`config.mk`:
```
export PLATFORM = sky130hd
export DESIGN_NAME = buffer_readout_flat
export DESIGN_NICKNAME = d
export VERILOG_FILES = /design/src/rtl/buffer_readout_pkg.sv /design/src/rtl/buffer_readout_if.sv /design/src/rtl/buffer_readout_skid.sv /design/src/rtl/buffer_readout.sv /design/src/flat_wrapper.sv
export SDC_FILE = /design/constraint.sdc
export NUM_CORES = 1
export LEC_CHECK = 0
export ABC_AREA = 1
export ABC_CLOCK_PERIOD_IN_PS = 2470
export CORE_MARGIN = 1.5
export CORE_UTILIZATION = 47
export CTS_CLUSTER_DIAMETER = 30
export DETAILED_ROUTE_END_ITERATION = 6
export PLACE_DENSITY = 0.78
export SYNTH_ARGS = -nofsm -noshare
export SYNTH_HDL_FRONTEND = slang
export SYNTH_HIERARCHICAL = 1
export SYNTH_SLANG_ARGS = --single-unit
```
`constraint.sdc`:
```
create_clock -name clock -period 2.47 [get_ports clock]
set_input_delay 0.3705 -clock clock [delete_from_list [all_inputs] [get_ports clock]]
set_output_delay 0.3705 -clock clock [all_outputs]
set_load 0.05 [all_outputs]
```
`src/rtl/buffer_readout_pkg.sv`:
```
// Shared constants for the raw-hits buffer readout: FSM encodings and header-word layout.
package buffer_readout_pkg;

   // Readout FSM encodings.
   typedef enum logic [2:0] {
      ST_IDLE   = 3'd0,
      ST_SETTLE = 3'd1,
      ST_LATCH  = 3'd2,
      ST_HDR    = 3'd3,
      ST_DATA   = 3'd4,
      ST_POP    = 3'd5
   } state_e;

   // Header word: 32-bit event tag in the low bits, zero-extended to the word width.
   localparam int TAG_W       = 32;
   localparam int HDR_TAG_LSB = 0;

   // Build the tag field of a header word.
   function automatic logic [TAG_W-1:0] hdr_tag_field(input logic [TAG_W-1:0] tag);
      return tag;
   endfunction

endpackage

```
`src/rtl/buffer_readout_if.sv`:
```
// Bus bundle between the readout block and its fence queue, hits RAM and output stream.
interface buffer_readout_if #(
   parameter int ADRB  = 11,
   parameter int DATAW = 32,
   parameter int FQW   = ADRB + 32
) ();
   logic             fq_empty;
   logic [FQW-1:0]   fq_rd_data;
   logic             fq_pop;
   logic             buf_rd_en;
   logic [ADRB-1:0]  buf_rd_adr;
   logic [DATAW-1:0] buf_rd_data;
   logic [DATAW-1:0] out_data;
   logic             out_valid;
   logic             out_ready;
   logic             out_first;
   logic             out_last;
   logic [ADRB-1:0]  free_adr;
   logic             busy;
   logic             sump;

   modport master (
      input  fq_empty, fq_rd_data, buf_rd_data, out_ready,
      output fq_pop, buf_rd_en, buf_rd_adr, out_data, out_valid,
             out_first, out_last, free_adr, busy, sump
   );

   modport slave (
      output fq_empty, fq_rd_data, buf_rd_data, out_ready,
      input  fq_pop, buf_rd_en, buf_rd_adr, out_data, out_valid,
             out_first, out_last, free_adr, busy, sump
   );
endinterface

```
`src/rtl/buffer_readout_skid.sv`:
```
// Two-entry skid FIFO holding words returned by the hits RAM (plus first/last flags).
module readout_skid #(
   parameter int W = 34
) (
   input  logic         clock,
   input  logic         reset,
   input  logic         push_i,
   input  logic [W-1:0] push_data_i,
   input  logic         pop_i,
   output logic         full_o,
   output logic         empty_o,
   output logic [W-1:0] head_o
);
   logic [W-1:0] mem_q [2];
   logic         wr_ptr_q, wr_ptr_d;
   logic         rd_ptr_q, rd_ptr_d;
   logic [1:0]   count_q, count_d;
   logic         do_push_s, do_pop_s;

   assign do_push_s = push_i && (count_q != 2'd2);
   assign do_pop_s  = pop_i && (count_q != 2'd0);

   // Pointer and occupancy next-state.
   always_comb begin
      wr_ptr_d = do_push_s ? ~wr_ptr_q : wr_ptr_q;
      rd_ptr_d = do_pop_s ? ~rd_ptr_q : rd_ptr_q;
      count_d  = count_q + {1'b0, do_push_s} - {1'b0, do_pop_s};
   end

   // Storage, pointers and occupancy registers; reset flushes the buffer.
   always_ff @(posedge clock) begin
      if (reset) begin
         wr_ptr_q  <= 1'b0;
         rd_ptr_q  <= 1'b0;
         count_q   <= 2'd0;
         mem_q[0]  <= '0;
         mem_q[1]  <= '0;
      end else begin
         wr_ptr_q <= wr_ptr_d;
         rd_ptr_q <= rd_ptr_d;
         count_q  <= count_d;
         if (do_push_s) begin
            mem_q[wr_ptr_q] <= push_data_i;
         end
      end
   end

   assign full_o  = (count_q == 2'd2);
   assign empty_o = (count_q == 2'd0);
   assign head_o  = mem_q[rd_ptr_q];
endmodule

```
`src/rtl/buffer_readout.sv`:
```
// Reads one event per fence-queue entry out of the raw hits ring buffer:
// a tag header followed by the words from start_adr up to (excluding) the fence.
module buffer_readout
   import buffer_readout_pkg::*;
#(
   parameter int ADRB  = 11,
   parameter int DATAW = 32,
   parameter int FQW   = ADRB + 32
) (
   input logic             clock,
   input logic             reset,
   buffer_readout_if.master bus
);
   localparam int SKW = DATAW + 2;

   state_e           state_q, state_d;
   logic [ADRB-1:0]  start_adr_q, start_adr_d;
   logic [ADRB-1:0]  free_adr_q, free_adr_d;
   logic [ADRB-1:0]  fence_q, fence_d;
   logic [ADRB-1:0]  rd_adr_q, rd_adr_d;
   logic             inflight_q, inflight_d;
   logic             inflight_last_q, inflight_last_d;

   logic [ADRB-1:0]  fq_fence_s, len_s, rd_adr_inc_s;
   logic [TAG_W-1:0] fq_tag_s;
   logic [DATAW-1:0] hdr_word_s;
   logic             sk_push_s, sk_full_s, sk_empty_s;
   logic [SKW-1:0]   sk_push_data_s, sk_head_s;
   logic [1:0]       sk_count_s;
   logic [2:0]       occ_s;
   logic             accept_s, issue_s, head_first_s, head_last_s, sump_s;

   assign fq_fence_s   = bus.fq_rd_data[ADRB-1:0];
   assign fq_tag_s     = bus.fq_rd_data[ADRB+TAG_W-1:ADRB];
   assign len_s        = fq_fence_s - start_adr_q;
   assign rd_adr_inc_s = rd_adr_q + ADRB'(1);
   assign head_first_s = sk_head_s[DATAW+1];
   assign head_last_s  = sk_head_s[DATAW];
   assign accept_s     = !sk_empty_s && bus.out_ready;
   assign sk_count_s   = sk_full_s ? 2'd2 : (sk_empty_s ? 2'd0 : 2'd1);

   // Occupancy counts the word leaving this cycle as gone, so one read per cycle
   // is sustained at full rate while never overrunning the 2-entry skid.
   assign occ_s   = {1'b0, sk_count_s} + {2'b0, inflight_q} - {2'b0, accept_s};
   assign issue_s = (state_q == ST_DATA) && (rd_adr_q != fence_q) && (occ_s < 3'd2);

   // Bits of the fence entry above the tag are not used.
   if (FQW > ADRB + TAG_W) begin : g_sump_wide
      assign sump_s = |bus.fq_rd_data[FQW-1:ADRB+TAG_W];
   end else begin : g_sump_none
      assign sump_s = 1'b0;
   end

   // Zero-extended header word carrying the event tag.
   always_comb begin
      hdr_word_s = '0;
      hdr_word_s[HDR_TAG_LSB +: TAG_W] = hdr_tag_field(fq_tag_s);
   end

   // Skid input: header enters at LATCH, RAM words enter one cycle after their read.
   always_comb begin
      sk_push_s      = 1'b0;
      sk_push_data_s = '0;
      if (state_q == ST_LATCH) begin
         sk_push_s      = 1'b1;
         sk_push_data_s = {1'b1, (len_s == '0), hdr_word_s};
      end else if (inflight_q) begin
         sk_push_s      = 1'b1;
         sk_push_data_s = {1'b0, inflight_last_q, bus.buf_rd_data};
      end else begin
         sk_push_s      = 1'b0;
      end
   end

   readout_skid #(.W(SKW)) u_skid (
      .clock       (clock),
      .reset       (reset),
      .push_i      (sk_push_s),
      .push_data_i (sk_push_data_s),
      .pop_i       (accept_s),
      .full_o      (sk_full_s),
      .empty_o     (sk_empty_s),
      .head_o      (sk_head_s)
   );

   // FSM state register.
   always_ff @(posedge clock) begin
      if (reset) begin
         state_q <= ST_IDLE;
      end else begin
         state_q <= state_d;
      end
   end

   // FSM next-state: the out_last flag on the accepted word ends the event.
   always_comb begin
      state_d = state_q;
      case (state_q)
         ST_IDLE:   state_d = bus.fq_empty ? ST_IDLE : ST_SETTLE;
         ST_SETTLE: state_d = ST_LATCH;
         ST_LATCH:  state_d = ST_HDR;
         ST_HDR:    state_d = accept_s ? (head_last_s ? ST_POP : ST_DATA) : ST_HDR;
         ST_DATA:   state_d = (accept_s && head_last_s) ? ST_POP : ST_DATA;
         ST_POP:    state_d = ST_IDLE;
         default:   state_d = ST_IDLE;
      endcase
   end

   // Datapath next-state: fence capture, read address walk, release at POP.
   always_comb begin
      start_adr_d     = start_adr_q;
      free_adr_d      = free_adr_q;
      fence_d         = fence_q;
      rd_adr_d        = rd_adr_q;
      inflight_d      = issue_s;
      inflight_last_d = inflight_last_q;
      case (state_q)
         ST_LATCH: begin
            fence_d  = fq_fence_s;
            rd_adr_d = start_adr_q;
         end
         ST_DATA: begin
            if (issue_s) begin
               rd_adr_d        = rd_adr_inc_s;
               inflight_last_d = (rd_adr_inc_s == fence_q);
            end else begin
               rd_adr_d        = rd_adr_q;
            end
         end
         ST_POP: begin
            start_adr_d = fence_q;
            free_adr_d  = fence_q;
         end
         default: begin
            rd_adr_d = rd_adr_q;
         end
      endcase
   end

   // Datapath registers; reset abandons any event and restarts from address 0.
   always_ff @(posedge clock) begin
      if (reset) begin
         start_adr_q     <= '0;
         free_adr_q      <= '0;
         fence_q         <= '0;
         rd_adr_q        <= '0;
         inflight_q      <= 1'b0;
         inflight_last_q <= 1'b0;
      end else begin
         start_adr_q     <= start_adr_d;
         free_adr_q      <= free_adr_d;
         fence_q         <= fence_d;
         rd_adr_q        <= rd_adr_d;
         inflight_q      <= inflight_d;
         inflight_last_q <= inflight_last_d;
      end
   end

   // FSM outputs; stream outputs come straight from the skid head register.
   always_comb begin
      bus.fq_pop     = (state_q == ST_POP) && !bus.fq_empty;
      bus.buf_rd_en  = issue_s;
      bus.buf_rd_adr = rd_adr_q;
      bus.out_valid  = !sk_empty_s;
      bus.out_data   = sk_head_s[DATAW-1:0];
      bus.out_first  = !sk_empty_s && head_first_s;
      bus.out_last   = !sk_empty_s && head_last_s;
      bus.free_adr   = free_adr_q;
      bus.busy       = (state_q != ST_IDLE);
      bus.sump       = sump_s;
   end
endmodule

```
`src/flat_wrapper.sv`:
```
// flat-port wrapper written by rule: the top's interface ports become plain ports
module buffer_readout_flat import buffer_readout_pkg::*;
#(
   parameter int ADRB  = 11,
   parameter int DATAW = 32,
   parameter int FQW   = ADRB + 32
)
  (clock, reset, bus_fq_empty, bus_fq_rd_data, bus_buf_rd_data, bus_out_ready, bus_fq_pop, bus_buf_rd_en, bus_buf_rd_adr, bus_out_data, bus_out_valid, bus_out_first, bus_out_last, bus_free_adr, bus_busy, bus_sump);
  buffer_readout_if #(.ADRB(ADRB), .DATAW(DATAW), .FQW(FQW)) bus_i ();
  input logic clock;
  input logic reset;
  input wire logic [$bits(bus_i.fq_empty)-1:0] bus_fq_empty;
  input wire logic [$bits(bus_i.fq_rd_data)-1:0] bus_fq_rd_data;
  input wire logic [$bits(bus_i.buf_rd_data)-1:0] bus_buf_rd_data;
  input wire logic [$bits(bus_i.out_ready)-1:0] bus_out_ready;
  output wire logic [$bits(bus_i.fq_pop)-1:0] bus_fq_pop;
  output wire logic [$bits(bus_i.buf_rd_en)-1:0] bus_buf_rd_en;
  output wire logic [$bits(bus_i.buf_rd_adr)-1:0] bus_buf_rd_adr;
  output wire logic [$bits(bus_i.out_data)-1:0] bus_out_data;
  output wire logic [$bits(bus_i.out_valid)-1:0] bus_out_valid;
  output wire logic [$bits(bus_i.out_first)-1:0] bus_out_first;
  output wire logic [$bits(bus_i.out_last)-1:0] bus_out_last;
  output wire logic [$bits(bus_i.free_adr)-1:0] bus_free_adr;
  output wire logic [$bits(bus_i.busy)-1:0] bus_busy;
  output wire logic [$bits(bus_i.sump)-1:0] bus_sump;
  assign bus_i.fq_empty = bus_fq_empty;
  assign bus_i.fq_rd_data = bus_fq_rd_data;
  assign bus_i.buf_rd_data = bus_buf_rd_data;
  assign bus_i.out_ready = bus_out_ready;
  assign bus_fq_pop = bus_i.fq_pop;
  assign bus_buf_rd_en = bus_i.buf_rd_en;
  assign bus_buf_rd_adr = bus_i.buf_rd_adr;
  assign bus_out_data = bus_i.out_data;
  assign bus_out_valid = bus_i.out_valid;
  assign bus_out_first = bus_i.out_first;
  assign bus_out_last = bus_i.out_last;
  assign bus_free_adr = bus_i.free_adr;
  assign bus_busy = bus_i.busy;
  assign bus_sump = bus_i.sump;
  buffer_readout #(.ADRB(ADRB), .DATAW(DATAW), .FQW(FQW)) u_core (.clock(clock), .reset(reset), .bus(bus_i));
endmodule
```
-- Word-level counts from Yosys, hierarchy flattened
Memories as Yosys holds them, arrays and structs flattened. A register that Yosys moved wholly into a read port is not among the register bits.
Index checks and enable logic that the tools add are counted.
- bits in registers: 42
- RAM bits: 68
- bits of input ports: 79
- output and inout bits: 61
- logic and storage cells: 72
- memories: 1
- $add $sub $neg: 6
- order comparisons: 1
- equal/unequal tests: 10
- mux-type cells: 23
- bitwise gates (word level): 2
- reductions and logical operators: 20
- memories (name ; depth ; bits a word ; read ports ; clocked after Yosys merged registers in ; wr ports ; line ; source):
    u_core.u_skid.mem_q ; 2 ; 34 ; 1 ; 1 ; 2 ; buffer_readout_skid.sv:14 ; logic [W-1:0] mem_q [2];
- operator list (cell ; count):
    two-way mux 34 bit ; 2
    OR reduction 34 bit ; 1
    two-way mux 33 bit ; 1
    case mux 11 bit (2 select lines) ; 1
    two-way mux 1 bit ; 15
    case mux 3 bit (5 select lines) ; 1
    adder 11 x 1 -> 11 bit, second input constant ; 1
    equality test 11 bit ; 1
    logical NOT 11 bit ; 1
    two-way mux 11 bit ; 1
    inequality test 11 bit ; 1
    subtractor 11 bit ; 1
    logical AND 1 bit ; 9
    equality test 3 x 2 -> 1 bit, second input constant ; 2
    equality test 3 bit, second input constant ; 2
    inequality test 2 bit, second input constant ; 2
    AND reduction 2 bit ; 2
    nonzero test 2 bit ; 2
    adder 2 x 1 -> 3 bit ; 1
    equality test 3 x 1 -> 1 bit, second input constant ; 1
    logical NOT 3 bit ; 1
    less-than comparator 3 x 2 -> 1 bit, second input constant ; 1
    two-way mux 3 bit ; 1
    nonzero test 3 bit ; 1
    other kinds (8) ; 10

-- Longest topological paths before layout
Gate-level depths: netlist (run 1).
- depth in word-level cells: 9
- gate-level depth with buffers: 16
- mapped depth without buffers: 16

-- Cells and area by module
The synthesis (run 1) kept the hierarchy.
- modules (own cells, without submodules) (module ; instances ; cells each ; area an instance (µm²) ; sequential area each (µm²)):
    readout_skid ; 1 ; 255 ; 3281.9 ; 2142.1
    buffer_readout ; 1 ; 578 ; 3258.1 ; 760.7

-- Worst setup path after synthesis (run 1)
Ideal clock, no wire load.
- path type: reg-to-output
- start point: register u_core.u_skid.count_q[1]
- end point: output bus_buf_rd_en
- arrival time: 2.714 ns
- data required time: 2.099 ns
- setup slack: -0.615 ns
- stages on the path, launching flop included: 11
- buffers on the path: 0
- cell sequence: dfxtp_1 -> nor2_1 -> inv_1 -> nand2_1 -> inv_1 -> ha_1 -> nor2_1 -> fa_1 -> nor4_4 -> nand2_2 -> inv_1
- elaborated cells on any way between the ends: 10
- those cells by class: add/sub: 2; order compare: 1; eq/ne: 1; mux: 2; reduce/logical: 4
- RTL lines (element ; line ; source):
    from (decl) ; buffer_readout_skid.sv:17 ; logic [1:0] count_q, count_d;
    from (signal assigned) ; buffer_readout_skid.sv:41 ; count_q <= count_d;
    logical NOT 2 bit ; buffer_readout_skid.sv:49 ; assign empty_o = (count_q == 2'd0);
    net u_core.sk_empty_s ; buffer_readout.sv:27 ; logic sk_push_s, sk_full_s, sk_empty_s;
    logical NOT 1 bit ; -- ;
    net bus_out_valid ; flat_wrapper.sv:20 ; output wire logic [$bits(bus_i.out_valid)-1:0] bus_out_valid;
    logical AND 1 bit ; buffer_readout.sv:39 ; assign accept_s = !sk_empty_s && bus.out_ready;
    net u_core.accept_s ; buffer_readout.sv:31 ; logic accept_s, issue_s, head_first_s, head_last_s, sump_s;
    subtractor 3 x 1 -> 3 bit ; buffer_readout.sv:44 ; assign occ_s = {1'b0, sk_count_s} + {2'b0, inflight_q} - {2'b0, accept_s};
    less-than comparator 3 x 2 -> 1 bit ; buffer_readout.sv:45 ; assign issue_s = (state_q == ST_DATA) && (rd_adr_q != fence_q) && (occ_s < 3'd2);
    logical AND 1 bit ; buffer_readout.sv:45 ;
    to (decl) ; flat_wrapper.sv:17 ; output wire logic [$bits(bus_i.buf_rd_en)-1:0] bus_buf_rd_en;
The timed path passes the listed nets, and every way through them passes these cells.

-- Final worst setup path (run 1)
- start point: register u_core.u_skid.count_q[1]
- end point: output bus_buf_rd_en
- elaborated cells on any way between the ends: 10
- those cells by class: add/sub: 2; order compare: 1; eq/ne: 1; mux: 2; reduce/logical: 4
- RTL lines (element ; line):
    logical NOT 2 bit ; buffer_readout_skid.sv:49
    net u_core.sk_empty_s ; buffer_readout.sv:27
    logical NOT 1 bit ; buffer_readout.sv:39
    logical AND 1 bit ; buffer_readout.sv:39
    net u_core.accept_s ; buffer_readout.sv:31
    subtractor 3 x 1 -> 3 bit ; buffer_readout.sv:44
    less-than comparator 3 x 2 -> 1 bit ; buffer_readout.sv:45
    logical AND 1 bit ; buffer_readout.sv:45
The timed path passes the listed nets, and every way through them passes these cells.

==> results of run 1 <==
-- per-stage QoR --
| step | util [%] | cell area, um2 | instances | TNS (ns) | setup slack, ns |
|---|---|---|---|---|---|
| after detailed placement | 63.99 | 8574 | 1145 | -4.177 | -0.4417 |
| after global placement | 63.99 | 8574 | 1145 | -3.085 | -0.3839 |
| after CTS | 66.53 | 8915 | 1163 | -1.239 | -0.4244 |
| after global routing | 67.72 | 9075 | 1167 | -4.504 | -0.4697 |
| after floorplan | - | 6560 | 833 | -0.07533 | -0.07533 |
| final | 67.72 | 9075 | 1167 | -3.451 | -0.4015 |
-- flip-flops by register name, summed over array words and instances, names as in the netlist, named ones only --
| name | cells |
|---|---|
| u_core/u_skid/mem_q | 68 |
| u_core/inflight_last_q | 1 |
| u_core/bus.free_adr | 11 |
| u_core/bus.buf_rd_adr | 11 |
| u_core/fence_q | 11 |
| u_core/u_skid/rd_ptr_q | 1 |
| u_core/u_skid/wr_ptr_q | 1 |
| u_core/state_q | 3 |
| u_core/inflight_q | 1 |
| u_core/u_skid/count_q | 2 |
-- cell usage after synthesis, types with 2 or more instances --
cell        n
a21boi_0    2
a21oi_1    33
buf_2       6
buf_6      11
clkbuf_1   12
dfxtp_1    43
edfxtp_1   68
ha_1       14
inv_1     122
inv_2       3
mux2_2     34
nand2_1   208
nand2_2     2
nand2_4     2
nand3_1    34
nand3b_1    3
nand4_1     6
nand4_4     2
nor2_1     97
nor2_2     24
nor2_4      2
nor3_1      4
nor4_1      2
o21ai_0    81
o21bai_1    2
xnor2_1     2
xor2_1      4
-- power by group through the flow --
stage | Clock (mW) | Sequential [mW] | Combinational, mW
floorplan | 0 | 2.24 | 0.736
finish | 1.43 | 2.16 | 1.42
global placement | 0 | 2.19 | 1.33
global route | 1.53 | 2.17 | 1.53
detailed placement | 0 | 2.19 | 1.34
CTS | 1.46 | 2.15 | 1.37
-- path summary, 6_finish.rpt --
| path | from | to | slack, ns | depth (start not counted) |
|---|---|---|---|---|
| worst min-delay path | u_core/fence_q[8]$_SDFFE_PP0P_ | u_core/fence_q[8]$_SDFFE_PP0P_ | 0.50 | 2 |
| worst min register to register | u_core/fence_q[8]$_SDFFE_PP0P_ | u_core/fence_q[8]$_SDFFE_PP0P_ | 0.50 | 2 |
| worst max register to register | u_core/u_skid/count_q[1]$_SDFF_PP0_ | u_core/bus.buf_rd_adr[8]$_SDFFE_PP0P_ | -0.32 | 18 |
| worst max-delay path | u_core/u_skid/count_q[1]$_SDFF_PP0_ | bus_buf_rd_en | -0.40 | 13 |
-- worst reg2reg max path, cell delays in order (launching register included) --
cell and delay (ns):
dfxtp_4 0.37, nor2_4 0.14, inv_4 0.06, nand2_4 0.07, inv_4 0.04, ha_4 0.25
nor2_2 0.04, fa_2 0.34, nand2_2 0.07, inv_2 0.04, nor4_4 0.34, nand2_2 0.16
buf_6 0.14, buf_6 0.10, buf_6 0.12, nand2_8 0.09, clkbuf_16 0.16, o21ai_2 0.05
nor2_1 0.13
-- per-layer routing --
| layer | track usage [%] | up-vias |
|---|---|---|
| li1 | - | 2977 |
| met1 | 27.70 | 2718 |
| met2 | 39.13 | 190 |
| met3 | 4.464 | 26 |
| met4 | 7.353 | 0 |
| met5 | 0 | - |
-- layout make-up --
| type | instances | area [um2] |
|---|---|---|
| clock buffer | 9 | 225.2 |
| clock inverter | 7 | 68.82 |
| fill | 1084 | 4325 |
| inverter | 125 | 488.0 |
| multi-input combinational | 565 | 3077 |
| sequential | 111 | 2910 |
| tap | 176 | 220.2 |
| timing repair buffer | 174 | 2086 |
-- what timing repair did --
action	in CTS	in global routing
gates resized for setup	13	40
pin swaps	5	9
cloned	0	1
setup buffers	2	3
endpoints found under the setup margin	13	16
-- logic make-up after synthesis --
group / Yosys count / synth area share, %
AOI/OAI and AO/OA: 120 / 9.374
xor gates and xnor gates: 6 / 0.8035
adders and majority gates: 15 / 2.985
buffers and inverters: 157 / 10.46
DFF: 111 / 44.39
muxes: 34 / 5.854
other: 1 / 0.05734
and+or+nand+nor: 389 / 26.08
==> metrics.csv, run 1 <==
metric,value,unit
gr ovfl total,0,
Clock Path Buffers,2,
Post-Route WL,16570,um
P&R area growth vs syn,38.76,%
"flops & latches, synth",111,
Fmax achieved,348.2,MHz
Port Buffers,138,
DRC violations left,0,
WP buf/inv,5,
type of origin of the critical path,flip-flop,
HP Class,reg -> reg,
CTS H-Tree Depth,3,
sequential-to-total area share from yosys stat,44.38,%
CTS tree,built,
RSZ-0062 raised after global routing,true,
clk root buf,clkbuf_16,
Placement Rows,42,
LEAKAGE,3.562,nW
Worst-Margin Slew,0.5160,ns
share of layout cells above drive strength 1,19.58,%
most common flop cell mapped by yosys,edfxtp_1,
Max Cap Viol,0,
clock latency on the worst-skew pair,0.34,ns
Initial Utilization,48.80,%
routed length on met1,7104,um
"Arr. time, crit path",2.50,ns
Die W,121.0,um
Worst-path clk slew,0.07,ns
crit-path cells,nor2_4 -> inv_4 -> nand2_4 -> inv_4 -> ha_4 -> nor2_2 -> fa_2 -> nand2_2 -> inv_2 -> nor4_4 -> nand2_2 -> clkinvlp_4 -> buf_12,
CTS Hold Bufs,0,
Setup CP Type,reg -> out,
VDD IR max,0.0003348,V
Syn Nets,927,
synthesized instance count,833,
Sw Share,30.91,%
crit end category,output port,
critical-path maximum fanout,5,
Routability Congestion,0.8954,
Inserted Diodes,0,
Flop pwr share,43.1,%
Synth Area per Inst,7.851,um2
Fin Hold WS,0.4967,ns
via count,5911,
Core Area,13400,um2
clock power share,28.6,%
"Power, Total",5.008,mW
Post-synth ARST share,0,%
Final ANT Viol Nets,0,
Yosys top cell by area,edfxtp_1,
final setup margin,-0.4015,ns
Top Ports,140,
met2 wire length,8052,um
GRT Overall Usage,22.39,%
drt first-iter violations,307,
routed wire length per instance,14.19,um
Top Metal Used,met4,
leading post-synthesis cells by cell area,"edfxtp_1 (31%), dfxtp_1 (13%), nand2_1 (12%), inv_1 (7.0%), o21ai_0 (6.2%)",
met3 wire len,1106,um
Synth cell types,37,
status,"finished, violations left",
CTS Buf Count,9,
final-report max-slew violation count,0,
die area,14630,um2
P_int,3.460,mW
"slowest stage delay, CP",0.37,ns
Via density,5.065,
clock skew,0.006862,ns
"Largest delay share family, worst path",simple AND/OR/NAND/NOR gates,
Cell Pwr Density,551.9,nW/um2
crit share post-route,116.3,%
initial antenna violation count,0,
first-pass GRT wire length,25930,um
Combinational Power Share,28.3,%
DP Wirelength,11840,um
Die H,121.0,um
first drt pass iteration count,5,
Max-Slew Margin vs Limit,65.49,%
minimum clock period,2.872,ns
most frequent cells in the layout,"nand2_1 (201), inv_1 (115), clkdlybuf4s50_1 (102)",
NetSw,1.548,mW
mapped cell area,6540,um2
"Slowest-stage cell, CP",dfxtp_4,
final hold violation count,0,
Synth top area share,31.22,%
CP required,2.10,ns
Layout Nets,1080,
Ys Warns,6,
final setup fails,14,
"commonest non-fill, non-tap cell in the layout",nand2_1,
pin count of the biggest net entering global routing,69,
Sink Count,111,
failing checks,negative setup slack,
vias in the first global route,5500,
number of synthesized flops with an enable pin,68,
No activity file was read; power rests on OpenSTA's default activity.
==> run 2: changes to the inputs <==
--- a/config.mk
+++ b/config.mk
@@ -12,6 +12,7 @@
 export CTS_CLUSTER_DIAMETER = 30
 export DETAILED_ROUTE_END_ITERATION = 6
 export PLACE_DENSITY = 0.78
+export SLEW_MARGIN = 10
 export SYNTH_ARGS = -nofsm -noshare
 export SYNTH_HDL_FRONTEND = slang
 export SYNTH_HIERARCHICAL = 1
==> results of run 2 <==
The final DEF is identical to that of run 1; final timing and power are the same.
==> RTL edit: new RTL, settings of run 1 <==
`DATAW` is set to 32 in 3 places; all go to 64.
--- a/src/rtl/buffer_readout_if.sv
+++ b/src/rtl/buffer_readout_if.sv
@@ -1,7 +1,7 @@
 // Bus bundle between the readout block and its fence queue, hits RAM and output stream.
 interface buffer_readout_if #(
    parameter int ADRB  = 11,
-   parameter int DATAW = 32,
+   parameter int DATAW = 64,
    parameter int FQW   = ADRB + 32
 ) ();
    logic             fq_empty;
--- a/src/rtl/buffer_readout.sv
+++ b/src/rtl/buffer_readout.sv
@@ -4,7 +4,7 @@
    import buffer_readout_pkg::*;
 #(
    parameter int ADRB  = 11,
-   parameter int DATAW = 32,
+   parameter int DATAW = 64,
    parameter int FQW   = ADRB + 32
 ) (
    input logic             clock,
--- a/src/flat_wrapper.sv
+++ b/src/flat_wrapper.sv
@@ -2,7 +2,7 @@
 module buffer_readout_flat import buffer_readout_pkg::*;
 #(
    parameter int ADRB  = 11,
-   parameter int DATAW = 32,
+   parameter int DATAW = 64,
    parameter int FQW   = ADRB + 32
 )
   (clock, reset, bus_fq_empty, bus_fq_rd_data, bus_buf_rd_data, bus_out_ready, bus_fq_pop, bus_buf_rd_en, bus_buf_rd_adr, bus_out_data, bus_out_valid, bus_out_first, bus_out_last, bus_free_adr, bus_busy, bus_sump);
Interface: changed (resized bus_buf_rd_data and bus_out_data); port bits go from 140 to 204. The function was not compared with the original's and may differ.
==> RTL edit against run 1 <==
Final area is 37% higher; total power is 56% higher; sequential power is 58% higher; utilization is 3.7 points lower; sequential cell count is 64 higher; area after synthesis is 42% higher; wire length is 40% higher; worst setup slack worse by 0.038 ns; the run still ends with negative setup slack left.
==> RTL edit: results (changes against run 1) <==
| Metric | Value |
|---|---|
| Violations in the final reports | negative setup slack |
| Area post-placement | 11700 sq um (+37%) |
| Worst Setup Slack, final | -0.439 ns (-0.0377 ns) |
| Startpoint of the most critical setup path | u_core/u_skid/count_q[0] |
| TNS Setup | -1.46 ns (+1.99 ns) |
| Count of input and output buffers | 202 (+46%) |
| Status | complete, but fails checks |
| Fraction of layout cells with a size suffix above 1 | 20.5% (+0.88 points) |
| Synthesized Nets | 1163 (+25%) |
| Worst voltage drop across the vdd grid | 0.522 mV (+56%) |
| Number of synthesized flops with an enable pin | 132 (+94%) |
| Leak Pwr | 5.08 nW (+43%) |
| Share of the yosys chip area belonging to registers | 51.9% (+7.5 points) |
| Clock network latency to the later pin of the worst-skew pair | 0.43 ns (+0.09 ns) |
| Setup slack at placement | -0.335 ns (+0.107 ns) |
| Distinct cells, synth | 34 (-8.1%) |
| Number of nets in the layout | 1384 (+28%) |
| Maximum number of pins on one net before global-route repair | 68 (-1.4%) |
| Non-filler instance count after layout | 1537 (+32%) |
| First-pass GRT wire length | 35600 microns (+37%) |
| Slack of the worst reg-to-reg path | -0.13 ns (+0.19 ns) |
| Register-to-Register Path Depth | 17 (-1) |
| Gr usage total | 22.4% (-0.028 points) |
| Number of DRC violations after detailed-routing iteration 0 | 434 (+41%) |
| Top area cells in the synthesized netlist | edfxtp_1 43%, dfxtp_1 9.3%, mux2_2 8.0%, inv_1 7.5%, nand2_1 7.2% |
| Setup-violating endpoint count in the final report | 12 (-2) |
| DPL Wire Length | 16000 microns (+35%) |
| TritonCTS buffer count | 17 (+8) |
| Commonest cells post-synth | 185 x inv_1, 179 x nand2_1, 166 x nor2_1, 132 x edfxtp_1, 66 x mux2_2 |
| Vias | 7718 (+31%) |
| Most used standard cell by instance count after synthesis | inv_1 |
| Final clock skew | 0.0155 ns (+0.00863 ns) |
| Number of global-route vias before repair | 7311 (+33%) |
| Largest fanout on the critical path | 3 (-2) |
| H-tree level count | 4 (+1) |
| Net switching component of the power | 2.31 mW (+49%) |
| Post-synthesis average cell area | 8.96 sq um (+14%) |
| Max-slew headroom at the worst pin | 62.3% (-3.2 points) |
| Number of antenna violations at the first check in global routing | 1 (+1) |
| Worst reg2reg path endpoint | u_core/bus.buf_rd_adr[10] |
==> RTL edit: cell count changes after synthesis, moves of 3 or more <==
cell      before  now
nor2_2        24   21
buf_4          1    8
o21ai_0       81   49
nor2_1        97  166
a22o_1         0   32
mux2_2        34   66
buf_6         11    7
inv_1        122  185
buf_2          6   12
edfxtp_1      68  132
nand2_1      208  179
==> RTL edit: cell families after synthesis <==
group	count (synthesis)	synth area share [%]
xor gates and xnor gates	6	0.566
DFF	175	51.9
buffers and inverters	232	10.4
muxes	66	8.00
other	1	0.0404
and+or+nand+nor	422	19.1
adders and majority gates	15	2.10
AOI/OAI and AO/OA	120	7.89
==> RTL edit: final cells by class <==
cell class | count | area, sq um
tap | 265 | 332
clock inverter | 14 | 179
antenna | 1 | 2.50
inverter | 190 | 727
multi-input combinational | 630 | 3590
fill | 1591 | 6980
sequential | 175 | 4830
timing repair buffer | 244 | 2320
clock buffer | 18 | 429
==> RTL edit: worst register-to-register path, stage by stage, from the launching register on <==
cell and delay [ns]:
dfxtp_4 0.36, nor2_4 0.16, inv_6 0.06, nand2_4 0.07, inv_2 0.05, ha_4 0.25
nor2_2 0.03, fa_2 0.36, nand2_2 0.08, inv_2 0.04, nor4_4 0.30, nand2_2 0.12
buf_4 0.15, buf_6 0.12, nand2_8 0.07, buf_8 0.13, nand2_1 0.06, a21oi_1 0.12
==> RTL edit: how the worst min path moves through the flow <==
stage	from	endpoint	slack, ns	cells past startpoint
after floorplan	reset	u_core/u_skid/count_q[0]	0.43	1
after global placement	u_core/inflight_last_q	u_core/inflight_last_q	0.46	2
after detailed placement	u_core/inflight_last_q	u_core/inflight_last_q	0.46	2
after CTS	u_core/inflight_last_q	u_core/inflight_last_q	0.47	2
after global routing	u_core/inflight_last_q	u_core/inflight_last_q	0.50	2
final	u_core/inflight_last_q	u_core/inflight_last_q	0.47	2
==> RTL edit: layer usage <==
metal  share of wire (%)  GRT usage, %
met4                 1.8          7.20
met2                  50          39.5
met5                   0             0
met1                  41          27.1
met3                 7.0          4.83
==> RTL edit: power groups by stage <==
stage / Sequential [mW] / Combinational (mW) / Clock [mW]
global placement: 3.46 / 1.60 / 0
global route: 3.42 / 1.76 / 2.90
CTS: 3.41 / 1.63 / 2.77
floorplan: 3.51 / 0.948 / 0
finish: 3.41 / 1.65 / 2.75
detailed placement: 3.47 / 1.61 / 0
==> RTL edit: what timing repair did <==
action	CTS	global route
cloned	0	0
setup buffers	1	2
endpoints found under the setup margin	1	13
pin swaps	1	6
resized for setup	3	20
